===== src/rtl/grouped_or_reduce_pipe.sv =====
// grouped_or_reduce_pipe: splits a wide word into GROUPS groups of GW bits, OR-reduces each
// group, gates it with a per-group select and reports any-hit, lowest hit index, hit count and
// hit mask through a 2-stage valid/ready pipeline.
// Optional build macro GROUPED_OR_STICKY_EN adds a sticky hit accumulator cleared by sticky_clr.
module grouped_or_reduce_pipe #(
  parameter int unsigned GROUPS = 8,
  parameter int unsigned GW     = 32,
  localparam int unsigned IW    = (GROUPS > 1) ? $clog2(GROUPS) : 1,
  localparam int unsigned CW    = $clog2(GROUPS + 1)
) (
  input  logic                 clk,
  input  logic                 rst_n,
  input  logic                 in_valid,
  output logic                 in_ready,
  input  logic [GROUPS*GW-1:0] in_data,
  input  logic [GROUPS-1:0]    in_sel,
  input  logic                 sticky_clr,
  output logic                 out_valid,
  input  logic                 out_ready,
  output logic                 out_hit,
  output logic [IW-1:0]        out_idx,
  output logic [CW-1:0]        out_cnt,
  output logic [GROUPS-1:0]    out_mask
);

  logic              v1_q, v2_q;
  logic [GROUPS-1:0] g1_d, g1_q;
  logic [GROUPS-1:0] mask_d, mask_q;
  logic              hit_d, hit_q;
  logic [IW-1:0]     idx_d, idx_q;
  logic [CW-1:0]     cnt_d, cnt_q;
  logic              adv1, adv2;

  // Handshake: a stage may load when it is empty or the stage after it is moving.
  always_comb begin
    adv2     = !v2_q || out_ready;
    adv1     = !v1_q || adv2;
    in_ready = adv1;
  end

  // Per-group OR-reduce gated by the select bit.
  always_comb begin
    g1_d = '0;
    for (int i = 0; i < int'(GROUPS); i++) begin
      g1_d[i] = (|in_data[i*GW +: GW]) & in_sel[i];
    end
  end

  // Stage 1 register; data only captured for a valid word.
  always_ff @(posedge clk or negedge rst_n) begin
    if (!rst_n) begin
      v1_q <= 1'b0;
      g1_q <= '0;
    end else if (adv1) begin
      v1_q <= in_valid;
      if (in_valid) begin
        g1_q <= g1_d;
      end
    end
  end

`ifdef GROUPED_OR_STICKY_EN
  logic [GROUPS-1:0] acc_q;

  // Clear takes priority over the previous accumulation, so a clear on a load yields g1 only.
  always_comb begin
    mask_d = g1_q | (sticky_clr ? '0 : acc_q);
  end

  // Accumulator follows every loaded mask; a clear without a load empties it.
  always_ff @(posedge clk or negedge rst_n) begin
    if (!rst_n) begin
      acc_q <= '0;
    end else if (adv2 && v1_q) begin
      acc_q <= mask_d;
    end else if (sticky_clr) begin
      acc_q <= '0;
    end
  end
`else
  logic unused_sticky_clr;
  assign unused_sticky_clr = sticky_clr;

  // Without the accumulator the mask is the stage-1 hit vector.
  always_comb begin
    mask_d = g1_q;
  end
`endif

  // Any-hit, lowest set index (descending scan so the lowest wins) and popcount of the mask.
  always_comb begin
    hit_d = |mask_d;
    idx_d = '0;
    cnt_d = '0;
    for (int i = int'(GROUPS) - 1; i >= 0; i--) begin
      if (mask_d[i]) begin
        idx_d = IW'(i);
      end
      cnt_d = cnt_d + CW'(mask_d[i]);
    end
  end

  // Stage 2 register; outputs hold their last loaded values while out_valid is low.
  always_ff @(posedge clk or negedge rst_n) begin
    if (!rst_n) begin
      v2_q   <= 1'b0;
      mask_q <= '0;
      hit_q  <= 1'b0;
      idx_q  <= '0;
      cnt_q  <= '0;
    end else if (adv2) begin
      v2_q <= v1_q;
      if (v1_q) begin
        mask_q <= mask_d;
        hit_q  <= hit_d;
        idx_q  <= idx_d;
        cnt_q  <= cnt_d;
      end
    end
  end

  // Outputs straight from stage-2 flops.
  always_comb begin
    out_valid = v2_q;
    out_hit   = hit_q;
    out_idx   = idx_q;
    out_cnt   = cnt_q;
    out_mask  = mask_q;
  end

endmodule


===== config.mk =====
export PLATFORM = sky130hd
export DESIGN_NAME = grouped_or_reduce_pipe
export DESIGN_NICKNAME = d
export VERILOG_FILES = /design/src/rtl/grouped_or_reduce_pipe.sv
export SDC_FILE = /design/constraint.sdc
export NUM_CORES = 1
export LEC_CHECK = 0
export CORE_AREA = 2 2 113 115
export DETAILED_ROUTE_END_ITERATION = 7
export DIE_AREA = 0 0 115 117
export PLACE_DENSITY = 0.61
export SYNTH_ARGS = -nofsm -noshare
export SYNTH_HDL_FRONTEND = slang
export SYNTH_SLANG_ARGS = --single-unit

===== constraint.sdc =====
create_clock -name clk -period 2.8 [get_ports clk]
set_input_delay 0.56 -clock clk [delete_from_list [all_inputs] [get_ports clk]]
set_output_delay 0.56 -clock clk [all_outputs]
set_load 0.1 [all_outputs]

Word-level counts from Yosys, hierarchy flattened
Cells that the tools add are included.
{"block": "word_totals", "ff_bits": 26, "in_bits": 269}
{"block": "classes", "add_sub_neg": 7, "n_mux": 8, "n_bitwise": 8, "n_reduce_logical": 15}
{"cell": "$reduce_or 32->1", "n": 8}
{"cell": "$mux 3", "n": 8}
{"cell": "$add 4x1->4", "n": 4}
{"cell": "$and 1x1->1", "n": 8}
{"cell": "$reduce_or 8->1", "n": 1}
{"cell": "$add 3x1->4", "n": 1}
{"cell": "$reduce_and 2->1", "n": 2}
{"cell": "$add 2x1->3", "n": 1}
{"cell": "$add 1x1->2", "n": 1}
{"cell": "$logic_not 1->1", "n": 2}
{"cell": "$logic_or 1x1->1", "n": 2}

Logic depth before layout (Yosys ltp)
{"block": "depth", "depth_word": 8, "depth_mapped": 10, "depth_no_buf": 10}

Worst setup path after synthesis
Ideal clock, no wire load.
{"block": "synth_path", "path_kind": "register to register", "from": "register g1_q[0]", "to": "register cnt_q[2] (netlist: out_cnt[2])", "t_arrival_ps": 2760, "t_required_ps": 2724, "path_slack_ps": -37, "stages_incl_launch_ff": 11, "period_less_slack_ps": 2837, "cell_sequence": "dfrtp_1 inv_1 fa_1 fa_1 fa_1 inv_1 ha_1 inv_1 fa_1 xor2_1 o21ai_1"}
{"block": "synth_via", "elab_chain_len": 1}
{"item": "from (decl)", "line_no": "27", "text": "logic [GROUPS-1:0] g1_d, g1_q;"}
{"item": "from (signal assigned)", "line_no": "57", "text": "g1_q <= g1_d;"}
{"item": "$add 4x1->4", "line_no": "99", "text": "cnt_d = cnt_d + CW'(mask_d[i]);"}
{"item": "to (signal assigned)", "line_no": "117", "text": "cnt_q <= cnt_d;"}
{"item": "to (decl)", "line_no": "31", "text": "logic [CW-1:0] cnt_d, cnt_q;"}
Every way passes these cells.
A chain may end at the register's enable or synchronous reset.

Worst setup path after layout
{"block": "layout_path", "from": "register g1_q[3]", "to": "register cnt_q[1] (netlist: out_cnt[1])"}
{"block": "layout_via", "elab_chain_len": 4}
{"item": "$add 4x1->4 (4 in series)", "line_no": "99"}
Every way passes these cells.

==> results.py <==
metrics = {
    "synthesis": {
        "synth_area_per_cell_um2": 8.78,
        "yosysWarnings": 0,
        "ys_seq_elements": 26,
        "ys_seq_area_share_pct": 36.7,
        "ys_top_cells_by_area": "dfrtp_1 (37%), nor4_1 (23%), nand4_1 (5.6%)",
        "yosysUniqueCellTypes": 29,
        "netlist_area_um2": 1770,
        "syn_inst": 202,
        "synthesis.nets": 479,
        "synth_top_area_share_pct": 36.7,
        "yosysTopAreaCell": "dfrtp_1",
    },
    "final_layout": {
        "fin_cells": 646,
        "seq_area_um2": 651,
        "fin_area_um2": 4940,
        "drive_gt1_share_pct": 9.48,
        "fillers": 1234,
        "fin_util_pct": 40.2,
        "multiInputGateArea_um2": 1060,
        "nNetsFinal": 774,
        "area_growth_pct": 179,
        "antennaDiodeCount": 0,
    },
    "timing": {
        "slew_viol_final": 0,
        "tightest_slew_ps": 533,
        "setup_ws_ps": -7.08,
        "slew_headroom_pct": 64.4,
        "finalSetupTns_ps": -7.08,
        "hold_violations": 0,
        "setup_violations": 1,
        "fmax_mhz": 356,
        "fin_crit_sh_pct": 100,
        "rsz0062_at_grt": "yes",
        "clock_skew_ps": 3.55,
        "final_period_minus_worst_setup_slack_ps": 2810,
    },
    "placed_design": {
        "dp.cells": 639,
        "port_buffers": 285,
        "gp_congestion": 0.844,
        "placed_area_um2": 4790,
        "pre_cts_ws_ps": -140,
        "dp_hpwl_um": 8940,
    },
    "global_routing": {
        "grt_max_degree": 31,
        "grt_pass1_wl_um": 14000,
        "grt_pass1_vias": 3032,
        "gr-total-overflow": 0,
        "track_usage_pct": 13.3,
        "antenna_found_initial": 0,
    },
    "drt": {
        "drc": 0,
        "dr.pass1.iters": 4,
        "vias_per_cell": 4.29,
        "dr.first_iter.drc_count": 71,
        "ant_nets": 0,
        "wire_per_inst_um": 14.9,
        "wirelength_um": 9630,
        "vias": 2771,
    },
    "flow_run": {
        "drv_cap": 0,
    },
    "clocking": {
        "cts_root_buf": "clkbuf_16",
        "cts_made_buffers": 3,
        "cts_hold_buf": 0,
        "clock-sinks": 26,
        "cts_max_level": 1,
        "clock_path_buffers": 2,
        "clk_latency_ps": 260,
        "cts_tree": "yes",
        "cts.clk_slew.worst_paths_ps": 70,
    },
    "setup_path": {
        "crit_type": "reg2reg",
        "cp_max_fo": 2,
        "slowest_delay_ps": 550,
        "path_cells": "inv_2 > fa_1 > fa_1 > fa_1 > inv_2 > ha_4 > inv_2 > fa_2 > o21ai_1",
        "slowest_stage": "fa_1",
        "worst_setup_path_end_kind": "register",
        "required_ps": 2930,
        "worstSetupStartpointType": "register",
        "crit_arrival_ps": 2940,
    },
    "power_and_ir_drop": {
        "vdd.ir_drop.worst_uv": 262,
        "p_leak_uw": 0.00187,
        "powerDensity_nw_per_um2": 454,
    },
    "outcome": {
        "status": "finished, violations left",
        "violations": "negative setup slack",
    },
    "die": {
        "fp.dieW_um": 115,
        "num_rows": 41,
        "start_util_pct": 14.4,
        "pin_count": 287,
        "dieHeight_um": 117,
        "die-area_um2": 13500,
        "coreArea_um2": 12300,
    },
    "worst_hold_path": {
        "hold_class": "reg2reg",
    },
}
-- critical path: cells and delay by family (launching register included) --
family | cells | cell delay, ps
AOI/OAI and AO/OA | 1 | 50
adders and majority gates | 5 | 2090
buffers and inverters | 3 | 180
DFF | 1 | 360
-- synth_stat cells, drive strengths merged --
master	n
nand2b	3
inv	13
nor4	65
nand4	16
xor2	1
o31ai	1
mux2	2
buf	4
ha	4
nor2b	1
o21ai	26
nor2	4
a22o	1
fa	4
o41ai	1
nand2	21
mux2i	1
a21o	2
dfrtp	26
nand3b	1
a21oi	2
a31oi	1
nand3	1
o31a	1
-- path summary, 6_finish.rpt --
check	startpoint	endpoint	slack, ps	cells past startpoint
min in group asynchronous	rst_n	out_valid$_DFFE_PN0P_	660	2
hold / removal	out_mask[4]$_DFFE_PN0P_	out_mask[4]$_DFFE_PN0P_	480	2
setup reg to reg	g1_q[3]$_DFFE_PN0P_	out_cnt[1]$_DFFE_PN0P_	-7	9
hold reg to reg	out_mask[4]$_DFFE_PN0P_	out_mask[4]$_DFFE_PN0P_	480	2
max in group asynchronous	rst_n	g1_q[6]$_DFFE_PN0P_	1890	2
setup / recovery	g1_q[3]$_DFFE_PN0P_	out_cnt[1]$_DFFE_PN0P_	-7	9
-- layout by cell type, fill, tap and decap left out, drive strengths merged, types with 2 or more instances in the layout --
master / synthesis / final
nand2: 21 / 21
nor2: 4 / 4
mux2: 2 / 2
dfrtp: 26 / 26
nand2b: 3 / 3
buf: 4 / 27
o21ai: 26 / 26
nand4: 16 / 16
a21oi: 2 / 2
inv: 13 / 13
clkbuf: 0 / 3
clkdlybuf4s50: 0 / 267
ha: 4 / 4
nor4: 65 / 65
a21o: 2 / 2
fa: 4 / 4
-- metrics by stage --
stage	hold slack (ps)	power [uW]
floorplan	264	1190
global placement	462	1750
detailed placement	473	1780
CTS	488	2230
global route	517	2360
finish	479	2240
-- flip-flops by register name, summed over array words and instances, names as in the netlist --
register   flops
g1_q           8
out_mask       8
v1_q           1
out_cnt        4
out_valid      1
out_hit        1
out_idx        3
-- layout make-up --
class / count / share of cell area [%]
Inverter: 13 / 0.987
Timing Repair Buffer: 294 / 58.5
Multi-Input combinational cell: 159 / 21.5
Sequential cell: 26 / 13.2
Clock buffer: 3 / 1.52
Clock inverter: 1 / 0.607
Tap cell: 150 / 3.80
-- logic make-up (layout without fill, tap and decap cells) --
family / Yosys count / in the layout / share of synthesized area [%]
buffers and inverters: 17 / 311 / 4.58
muxes: 3 / 3 / 2.26
AOI/OAI and AO/OA: 35 / 35 / 11.4
DFF: 26 / 26 / 36.7
xor gates and xnor gates: 1 / 1 / 0.494
and+or+nand+nor: 112 / 112 / 37.2
adders and majority gates: 8 / 8 / 7.33
-- routing by layer --
metal / share of wire, % / GRT usage (%) / up-vias / wire length, um
li1: - / - / 1392 / -
met1: 38 / 15.7 / 1228 / 3630
met2: 54 / 24.7 / 132 / 5200
met3: 6.2 / 2.68 / 19 / 595
met4: 2.1 / 3.53 / 0 / 206
met5: 0 / 0 / - / 0
-- timing repair --
action                     in CTS  in global routing
pin swaps                       6                  5
setup endpoints to repair       2                  3
resized for setup               5                  4
setup buffers                   2                  1
-- report_power, final --
part	internal, uW	total (uW)	switching (uW)
Combinational	588	1320	729
Sequential	452	507	54.5
Clock	285	420	135
Total	1330	2240	918
Power figures use the tool's default switching activity.
